**src/rtl/fifo_write_arbiter.sv**
```systemverilog
`default_nettype none
// ============================================================================
// Module  : fifo_write_arbiter
// Brief   : Round-robin write arbiter for two requesters feeding one FIFO.
//           Also tracks occupancy and flags almost-full and underflow.
// Revision: 1.0 - initial release
// ============================================================================
module fifo_write_arbiter #(
    parameter int regWidth        = 8,
    parameter int addrSize        = 3,
    parameter int almostFullLevel = 6
) (
    input  logic                clk,
    input  logic                n_rst,
    input  logic                req0,
    input  logic                req1,
    input  logic [regWidth-1:0] data0,
    input  logic [regWidth-1:0] data1,
    output logic                ack0,
    output logic                ack1,
    input  logic                rEnable_in,
    output logic                wEnable,
    output logic [regWidth-1:0] wData,
    output logic                rEnable,
    input  logic                fifoEmpty,
    input  logic                fifoFull,
    output logic [addrSize:0]   count,
    output logic                almostFull,
    output logic                underflowErr,
    input  logic                errClear
);

    localparam int              DEPTH    = 2 ** addrSize;
    localparam logic [addrSize:0] C_DEPTH  = (addrSize + 1)'(DEPTH);
    localparam logic [addrSize:0] C_ALMOST = (addrSize + 1)'(almostFullLevel);

    logic                w_enable_q,    w_enable_d;
    logic [regWidth-1:0] w_data_q,      w_data_d;
    logic                ack0_q,        ack0_d;
    logic                ack1_q,        ack1_d;
    logic [addrSize:0]   count_q,       count_d;
    logic                almost_full_q, almost_full_d;
    logic                underflow_q,   underflow_d;
    logic                last_grant_q,  last_grant_d;

    logic w_room;
    logic w_elig0;
    logic w_elig1;
    logic w_grant0;
    logic w_grant1;
    logic w_grant;
    logic w_read;
    logic w_dec;
    logic w_underflow;

    always_comb begin
        w_room      = (count_q < C_DEPTH) && !fifoFull;
        // A requester whose ack is high this cycle has its word already
        // written; blocking it stops a double write before req drops.
        w_elig0     = req0 && !ack0_q && w_room;
        w_elig1     = req1 && !ack1_q && w_room;
        w_grant0    = w_elig0 && (!w_elig1 || last_grant_q);
        w_grant1    = w_elig1 && !w_grant0;
        w_grant     = w_grant0 || w_grant1;
        w_read      = rEnable_in && !fifoEmpty;
        w_dec       = w_read && (count_q != '0);
        w_underflow = rEnable_in && fifoEmpty;
    end

    always_comb begin
        w_enable_d    = w_grant;
        w_data_d      = w_data_q;
        ack0_d        = w_grant0;
        ack1_d        = w_grant1;
        last_grant_d  = last_grant_q;
        count_d       = count_q;
        underflow_d   = underflow_q;
        almost_full_d = almost_full_q;

        if (w_grant0) begin
            w_data_d     = data0;
            last_grant_d = 1'b0;
        end else if (w_grant1) begin
            w_data_d     = data1;
            last_grant_d = 1'b1;
        end

        case ({w_grant, w_dec})
            2'b10:   count_d = count_q + 1'b1;
            2'b01:   count_d = count_q - 1'b1;
            default: count_d = count_q;
        endcase

        // A fresh underflow outranks a clear in the same cycle.
        if (w_underflow) begin
            underflow_d = 1'b1;
        end else if (errClear) begin
            underflow_d = 1'b0;
        end

        almost_full_d = (count_d >= C_ALMOST);
    end

    always_ff @(posedge clk or negedge n_rst) begin
        if (!n_rst) begin
            w_enable_q    <= 1'b0;
            w_data_q      <= '0;
            ack0_q        <= 1'b0;
            ack1_q        <= 1'b0;
            count_q       <= '0;
            almost_full_q <= 1'b0;
            underflow_q   <= 1'b0;
            last_grant_q  <= 1'b1;
        end else begin
            w_enable_q    <= w_enable_d;
            w_data_q      <= w_data_d;
            ack0_q        <= ack0_d;
            ack1_q        <= ack1_d;
            count_q       <= count_d;
            almost_full_q <= almost_full_d;
            underflow_q   <= underflow_d;
            last_grant_q  <= last_grant_d;
        end
    end

    assign wEnable      = w_enable_q;
    assign wData        = w_data_q;
    assign ack0         = ack0_q;
    assign ack1         = ack1_q;
    assign count        = count_q;
    assign almostFull   = almost_full_q;
    assign underflowErr = underflow_q;
    assign rEnable      = w_read;

endmodule
`default_nettype wire

```
**config.mk**
```make
export PLATFORM = sky130hd
export DESIGN_NAME = fifo_write_arbiter
export DESIGN_NICKNAME = d
export VERILOG_FILES = /design/src/rtl/fifo_write_arbiter.sv
export SDC_FILE = /design/constraint.sdc
export NUM_CORES = 1
export LEC_CHECK = 0
export BUFFER_PORTS_ARGS = -buffer_cell sky130_fd_sc_hd__buf_2
export CAP_MARGIN = 0
export CORE_ASPECT_RATIO = 1.5
export CORE_MARGIN = 2
export CORE_UTILIZATION = 29
export CTS_CLUSTER_SIZE = 30
export DETAILED_ROUTE_END_ITERATION = 7
export GPL_TIMING_DRIVEN = 0
export SKIP_LAST_GASP = 1
export SYNTH_ARGS = -nofsm -noshare
export SYNTH_HDL_FRONTEND = slang
export SYNTH_SLANG_ARGS = --single-unit
```
**constraint.sdc**
```tcl
create_clock -name clk -period 5.9 [get_ports clk]
set_clock_uncertainty 0.1 [all_clocks]
set_input_delay 0.885 -clock clk [delete_from_list [all_inputs] [get_ports clk]]
set_output_delay 0.885 -clock clk [all_outputs]
set_load 0.03 [all_outputs]
```
-- Yosys cells after proc, flatten, opt, wreduce, memory -nomap -nowiden
Index checks and enable logic that the tools add are counted.
- input bits: 24
- output and inout bits: 18
- bits in writable memories: 0
- bits in latches: 0
- ROM bits: 0
- memories kept: 0
- register bits after elaboration: 18
- reduce and logical (&&, ||, !) cells: 21
- divide/modulo/power cells: 0
- add/subtract/negate cells: 2
- $lt $le $gt $ge: 2
- shifts and indexed selects: 0
- multipliers: 0
- bitwise operators: 0
- equal/unequal tests: 2
- multiplexer cells: 7
- operator list (kind ; number):
    8-bit two-way mux ; 2
    1-bit logical AND ; 10
    4-bit case mux with 2 select lines ; 1
    1-bit logical NOT ; 6
    4-bit by 1-bit adder with 4-bit output (second input constant) ; 1
    4-bit by 3-bit >= comparator with 1-bit output (second input constant) ; 1
    4-bit less-than comparator (second input constant) ; 1
    1-bit two-way mux ; 4
    2-bit nonzero test ; 2
    4-bit nonzero test ; 1
    4-bit by 1-bit subtractor with 4-bit output (second input constant) ; 1
    2-bit by 1-bit == test with 1-bit output (second input constant) ; 1
    2-bit == test (second input constant) ; 1
    1-bit logical OR ; 2

-- Depth between registers and ports, before layout
Gate-level depths: netlist of run 1.
- depth in word-level cells: 12
- gate-level depth with buffers: 10
- gate-level depth less buffers: 9

-- Worst setup path after synthesis of run 1
OpenSTA, ideal clock, no wires.
- path type: input-to-reg
- start point: in rEnable_in
- end point: reg almost_full_q, in the netlist almostFull
- path buffers: 0
- path slack: 2.649 ns
- required time: 5.680 ns
- library setup time: 0.120 ns
- data arrival time: 3.031 ns
- cell stages on the path: 9
- cell sequence: nor2b_1 o41a_1 ha_1 inv_1 fa_1 xor2_1 o21ai_0 or4_1 and3_1
- word-level cells in the longest chain between the ends: 5
- RTL lines (what ; line ; source):
    start: declaration ; 21 ; input logic rEnable_in,
    1-bit logical AND * ; 65 ; w_read = rEnable_in && !fifoEmpty;
    1-bit logical AND * ; 66 ; w_dec = w_read && (count_q != '0);
    2-bit by 1-bit == test with 1-bit output or 2-bit == test (tied branches) ; 88 ; case ({w_grant, w_dec})
    4-bit case mux with 2 select lines * ; 88 ;
    4-bit by 3-bit >= comparator with 1-bit output * ; 101 ; almost_full_d = (count_d >= C_ALMOST);
    named net almost_full_d ; 42 ; logic almost_full_q, almost_full_d;
    end signal: assignment ; 120 ; almost_full_q <= almost_full_d;
    end: declaration ; 42 ;
The timed path passes the listed nets; every way through them passes the cells marked *.
A chain may end at the register's enable or synchronous reset.

-- Worst setup path in the final report of run 1
- start point: in fifoFull
- end point: reg almost_full_q, in the netlist almostFull
- word-level cells in the longest chain between the ends: 12
- RTL lines (what ; line ; source):
    start: declaration ; 26 ; input logic fifoFull,
    1-bit logical NOT * ; 57 ; w_room = (count_q < C_DEPTH) && !fifoFull;
    1-bit logical AND * ; 57 ;
    1-bit logical AND ; 61 ; w_elig1 = req1 && !ack1_q && w_room;
    1-bit logical NOT ; 62 ; w_grant0 = w_elig0 && (!w_elig1 || last_grant_q);
    1-bit logical OR ; 62 ;
    1-bit logical AND ; 62 ;
    1-bit logical NOT ; 63 ; w_grant1 = w_elig1 && !w_grant0;
    1-bit logical AND ; 63 ;
    1-bit logical OR * ; 64 ; w_grant = w_grant0 || w_grant1;
    2-bit by 1-bit == test with 1-bit output or 2-bit == test (tied branches) ; 88 ;
    4-bit case mux with 2 select lines * ; 88 ;
    4-bit by 3-bit >= comparator with 1-bit output * ; 101 ;
    named net almost_full_d ; 42 ;
Marked as above.

==> summary.md, run 1 <==
| Metric | Value |
|---|---|
| WP buf/inv | 2 |
| Root cell of the clock tree | clkbuf_8 |
| Top cells by area, synth | dfrtp_1 (46%), o221a_2 (9.7%), or3_1 (5.4%) |
| Diodes inserted | 0 |
| Post-Synth XOR/XNOR Area | under 10% |
| CTS Buf Count | 3 |
| RSZ-0062 raised after global routing | no |
| DRT Pass-1 Iters | 3 |
| Net Count, Synth | 106 |
| Postcts setup bufs | 0 |
| Yosys warns | 0 |
| CTS Sinks | 18 |
| Crit-path slowest cell | or4_1 |
| CP Capture Type | flop |
| Clock Tree Buf Depth | 2 |
| Worst EP arrival | 3.16 ns |
| Reg clk slew, reported paths | 0.07 ns |
| Critical Path Start Type | input pin |
| Number of port buffers | between 40 and 50 |
| Slowest stage delay, CP | 0.49 ns |
| Fmax | 0.321 GHz |
| Vias in the first global route | approximately 800 |
| Crit path max-delay family | simple AND/OR/NAND/NOR gates |
| CP Cell Sequence | buf_2, nor4b_2, buf_4, nor2_1, ha_1, ha_1, a21oi_1, a21oi_1, or4_1, and3_1 |
| RD Place Congestion | 0.733 |
| DRT iter0 DRCs | 12 |
| Synthesized instance count | slightly below 80 |
| Initial antenna violation count | 0 |
| Sequential area share after synthesis | 48.6% |
| Min cycle time layout | approximately 3.1 ns |
| H-tree depth | 1 |
| Post-route antenna net violation count | 0 |
| Proportion of synthesized area in mux cells | under 10% |
| Largest net degree at the start of global routing | 19 |
| Max Slew Vio Count | 0 |
| Wire length per cell | 12.7 um |
| Number of max-cap violations | 0 |
| CTS tree | yes |
| Grt total ovfl | 0 |
| DRC Markers | 0 |
| GRT Overall Usage | 12.5% |
| Synthesized flop and latch total | 18 |
| Hold Slack | between 0.4 and 0.5 ns |
| Count of final setup violators | 0 |
| Worst-Skew Late Latency | about 0.25 ns |
| Post-synthesis adder-cell area fraction | 6.19% |
| Leakage Power | slightly above 0.6 nW |
| Setup CP Type | input pin to flop |
| Type of the tightest min-delay check | flop to flop |
| Leading area contributor after synthesis | dfrtp_1 |
| Die Y | approximately 73 um |
| Synth cell types | 31 |
| EDFF count, synth | 0 |
| Yosys top cell area share | between 40% and 50% |
| Final Hold Viols | 0 |
| Worst Path Required | 5.94 ns |
| Final net count | 152 |
| Prevailing post-synth register cell | dfrtp_1 |
| Vias per cell | between 4 and 5 |
| DIE WIDTH | between 50 and 60 um |
| Worst slew pin tran | slightly above 0.4 ns |
| Aggregate negative setup slack | 0 ns |
| Slew headroom | 73.0% |
| Commonest cells in the netlist | dfrtp_1 (17), o221a_2 (8), or3_1 (8) |
| Compound-cell area share of the yosys netlist | 15.3% |
| Crit Path Max Fanout | 10 |
| Post-Syn Area | 930 um^2 |
| P&R area growth vs syn | 33.4% |
| Number of gates resized after CTS | 0 |
| Most frequent cell after synthesis | dfrtp_1 |
| Synth Area in Simple Gates | about 20% |
| Main combinational cell family by area after synthesis | simple AND/OR/NAND/NOR gates |
| Total die area | 3680 um^2 |
| Total Power | between 0.6 and 0.7 mW |
| Layout Cell Area excl Fill | ~1200 um^2 |
| Hold buffer count at CTS | 0 |
| Routed vias | 774 |
| Final Non-Filler Cells | between 150 and 200 |
| WL final | roughly 2100 um |
| DP Cell Count | between 150 and 200 |
| Final Cycle Share | between 50% and 60% |
| Post-DP Area | 1180 um^2 |
| FFs w/ async S/R, synth | 100% |
| # rows | 25 |
| Maximum VDD drop | roughly 0.23 mV |
| DP Wirelength | 1680 um |
| Avg Synthesized Cell Area | roughly 12 um^2 |
| Layout cells sized above 1 | between 50% and 60% |
| First-pass GRT wire length | ~3600 um |
| PD cells | between 500 and 600 nW/um^2 |
| Status | finished clean |
| I/O pin count | 42 |
| Starting density of the core | a little under a third |
| Core ar. | 3100 um^2 |
power by group:
group          switching [mW]  internal [mW]  total, mW
Sequential             0.0418          0.179      0.221
Combinational           0.208          0.143      0.351
Clock                  0.0405         0.0593     0.0998
Total                   0.290          0.381      0.671
layer usage:
layer | track usage (%) | up-vias | part of all wire (%)
li1 | - | 377 | -
met1 | 13.9 | 364 | 38
met2 | 23.7 | 31 | 53
met3 | 2.03 | 2 | 8.1
met4 | 3.70 | 0 | 0.63
met5 | 0 | - | 0
state kept, by name, indices dropped and copies added (netlist names):
name / count
ack0: 1
ack1: 1
almostFull: 1
count: 4
last_grant_q: 1
underflowErr: 1
wData: 8
wEnable: 1
logic make-up (layout without fill, tap and decap cells):
| group | after synthesis | after routing |
|---|---|---|
| buf+inv | 10 | 55 |
| fa+ha+maj | 4 | 4 |
| mux | 1 | 1 |
| flops | 18 | 18 |
| xor+xnor | 3 | 3 |
| compound gates | 16 | 16 |
| simple gates | 26 | 26 |
path summary, 6_finish.rpt:
| kind | slack [ns] | endpoint | startpoint | cells past startpoint |
|---|---|---|---|---|
| worst max-delay path | 2.79 | almostFull | fifoFull | 10 |
| worst min-delay path | 0.42 | underflowErr | underflowErr | 2 |
| worst max register to register | 2.99 | almostFull | count[3] | 9 |
| worst min register to register | 0.42 | underflowErr | underflowErr | 2 |
| max in group asynchronous | 4.93 | last_grant_q | n_rst | 1 |
| min in group asynchronous | 0.45 | wData[7] | n_rst | 1 |
final cells by class:
| type | instances | area [um^2] |
|---|---|---|
| clock buffers | 4 | 55.1 |
| repair buffers | 41 | 205 |
| plain buffers | 3 | 26.3 |
| flip-flops and latches | 18 | 452 |
| well taps | 40 | 50.0 |
| fillers | 322 | 1860 |
| inverters | 7 | 26.3 |
| multi-input cells | 50 | 425 |
per-stage QoR:
| stage | setup WS [ns] | util (%) |
|---|---|---|
| floorplan | 2.65 | - |
| global placement | 2.54 | 38.3 |
| detailed placement | 2.49 | 38.3 |
| CTS | 2.77 | 40.0 |
| global route | 2.54 | 40.0 |
| finish | 2.79 | 40.0 |
worst min-delay path, stage by stage, from the launching register on:
cell,delay (ns)
dfrtp_1,0.37
inv_1,0.05
o21ai_0,0.06
layout by cell type (no fill, tap or decap), drive strengths merged, types with 2 or more instances in the layout:
master  instances
buf            44
dfrtp          17
or3             8
o221a           8
inv             7
nand2           6
clkbuf          4
o21ai           3
ha              3
nor2            2
a21oi           2
xor2            2
nor4b           2
and3            2
Note: power is estimated with default switching activity, not from simulation.
==> inputs of run 2 (changes only) <==
clock period = 2.55 ns   (was 5.9 ns; I/O delays follow)
==> run 2 against run 1 <==
Against the previous run:
- flip-flop and latch count is the same
- global-route usage is essentially flat
- largest cell class is now multi-input gates
- register-to-register slack lost 3.0 ns
- routed wire length grew 5.0%
- design area grew 11%
- count of clock-buffer cells in the layout is the same
- setup slack lost 2.8 ns
- power grew to 2.5 times the previous value
==> summary.md, run 2 (synthesis results as in run 1) <==
| Metric | Value |
|---|---|
| Status | finished clean |
| Worst-Skew Late Latency | 0.25 ns |
| FF-to-FF End | almostFull |
| Commonest non-fill, non-tap cell in the layout | buf_2 |
| Worst path depth | 9 |
| Crit path max-delay family | simple AND/OR/NAND/NOR gates |
| WL final | between 2000 and 2500 um |
| Count of final setup violators | 0 |
| Slew headroom | between 70% and 80% |
| Commonest non-fill, non-tap cells in the layout | buf_2 (41), dfrtp_1 (16), buf_4 (8), or3_1 (8), o221a_2 (8) |
| Leakage Power | approximately 0.65 nW |
| Fmax | around 0.4 GHz |
| Grt total ovfl | 0 |
| Final Cycle Share | 98.7% |
| First-pass GRT wire length | approximately 3600 um |
| Critical Path Start Type | flop |
| Die Y | 73.3 um |
| GRT Overall Usage | between 10% and 20% |
| Slowest stage delay, CP | 0.46 ns |
| Initial antenna violation count | 0 |
| DIE WIDTH | 50.2 um |
| CP Capture Type | flop |
| Final net count | roughly 160 |
| Type of the tightest min-delay check | input pin to flop |
| CTS tree | yes |
| Max reg flops | 8 |
| Critical path endpoint | almostFull |
| Setup CP Type | flop to flop |
| Wire length per cell | 12.8 um |
| CTS Buf Count | 3 |
| Maximum VDD drop | 0.712 mV |
| Core ar. | between 3000 and 4000 um^2 |
| Root cell of the clock tree | clkbuf_8 |
| Final WS setup | between 0.03 and 0.04 ns |
| Vias per cell | between 4 and 5 |
| Worst slew pin tran | between 0.3 and 0.4 ns |
| Vias in the first global route | a little under 800 |
| Number of max-cap violations | 0 |
| DRT Pass-1 Iters | 2 |
| # rows | 25 |
| Number of port buffers | 41 |
| RSZ-0062 raised after global routing | yes |
| Worst Path Required | between 2 and 3 ns |
| Reg2Reg Launch Point | count[3] |
| DP Cell Count | between 150 and 200 |
| Final Non-Filler Cells | 170 |
| Clock Tree Buf Depth | 2 |
| Critical Path Start | count[3] |
| Largest net degree at the start of global routing | 19 |
| Dpl ws | -0.176 ns |
| DRC Markers | 0 |
| H-tree depth | 1 |
| Total die area | about 3700 um^2 |
| Max Slew Vio Count | 0 |
| Worst EP arrival | between 2 and 3 ns |
| P&R area growth vs syn | 47.6% |
| Final core occ | 44.3% |
| Reg clk slew, reported paths | approximately 0.07 ns |
| Crit Path Max Fanout | 4 |
| Starting density of the core | between 30% and 40% |
| Layout cells sized above 1 | between 60 and 70% |
| CTS Sinks | 18 |
| I/O pin count | 42 |
| CP Cell Sequence | nor4b_4, buf_4, nor2_2, ha_4, ha_1, nand3_4, and3_4, or4_1, and3_1 |
| Worst R2R Setup Slack | between 0.03 and 0.04 ns |
| Post-route antenna net violation count | 0 |
| DP Wirelength | between 1500 and 2000 um |
| Diodes inserted | 0 |
| Routed vias | a little under 800 |
| RD Place Congestion | approximately 0.78 |
| Final Hold Viols | 0 |
| DRT iter0 DRCs | 4 |
| Min cycle time layout | between 2 and 3 ns |
| Crit-path slowest cell | dfrtp_2 |
| PD cells | about 1200 nW/um^2 |
| WP buf/inv | 1 |
| FF-to-FF path depth | 9 |
[run 2: worst min path at each step]
| stage | to | cells after the start | start | slack, ns |
|---|---|---|---|---|
| 6_report | underflowErr | 2 | errClear | 0.22 |
| 2_1_floorplan | ack0 | 0 | n_rst | -0.01 |
| 4_1_cts | underflowErr | 2 | errClear | 0.21 |
| 5_1_grt | underflowErr | 2 | errClear | 0.22 |
| 3_3_place_gp | wData[4] | 1 | n_rst | 0.23 |
| 3_5_place_dp | wData[3] | 1 | n_rst | 0.23 |
[run 2: repair_timing]
action,4_1_cts,5_1_grt
hold endpoints to repair,17,0
buffers inserted,4,2
cloned,0,0
pin swaps,2,4
setup endpoints to repair,1,1
hold buffers,1,0
gates resized for setup,4,4
[run 2: final cells by class]
cell class	count	area (um^2)
flip-flops and latches	18	453
well taps	40	50.0
fillers	308	1720
plain buffers	3	26.3
inverters	7	26.3
repair buffers	48	260
multi-input cells	50	502
clock buffers	4	55.1
[run 2: routing by layer]
layer	vias to the layer above	track usage (%)	wire [um]
met5	-	0	0
met3	2	2.44	143
li1	389	-	-
met4	0	3.70	6
met1	367	13.3	852
met2	30	24.1	1170
[run 2: stage by stage]
step	hold slack (ns)	power (mW)	setup TNS, ns	area, um^2
after global placement	0.232	1.34	-0.165	1210
after global routing	0.217	1.82	-0.0847	1370
final	0.215	1.69	0	1370
after detailed placement	0.231	1.37	-0.176	1210
after CTS	0.213	1.66	0	1340
after floorplan	-0.0131	1.14	-0.00767	960
[run 2: power by group]
part	switching, mW	internal (mW)
sequential	0.103	0.416
combinational	0.532	0.413
clock	0.0914	0.137
total	0.727	0.966
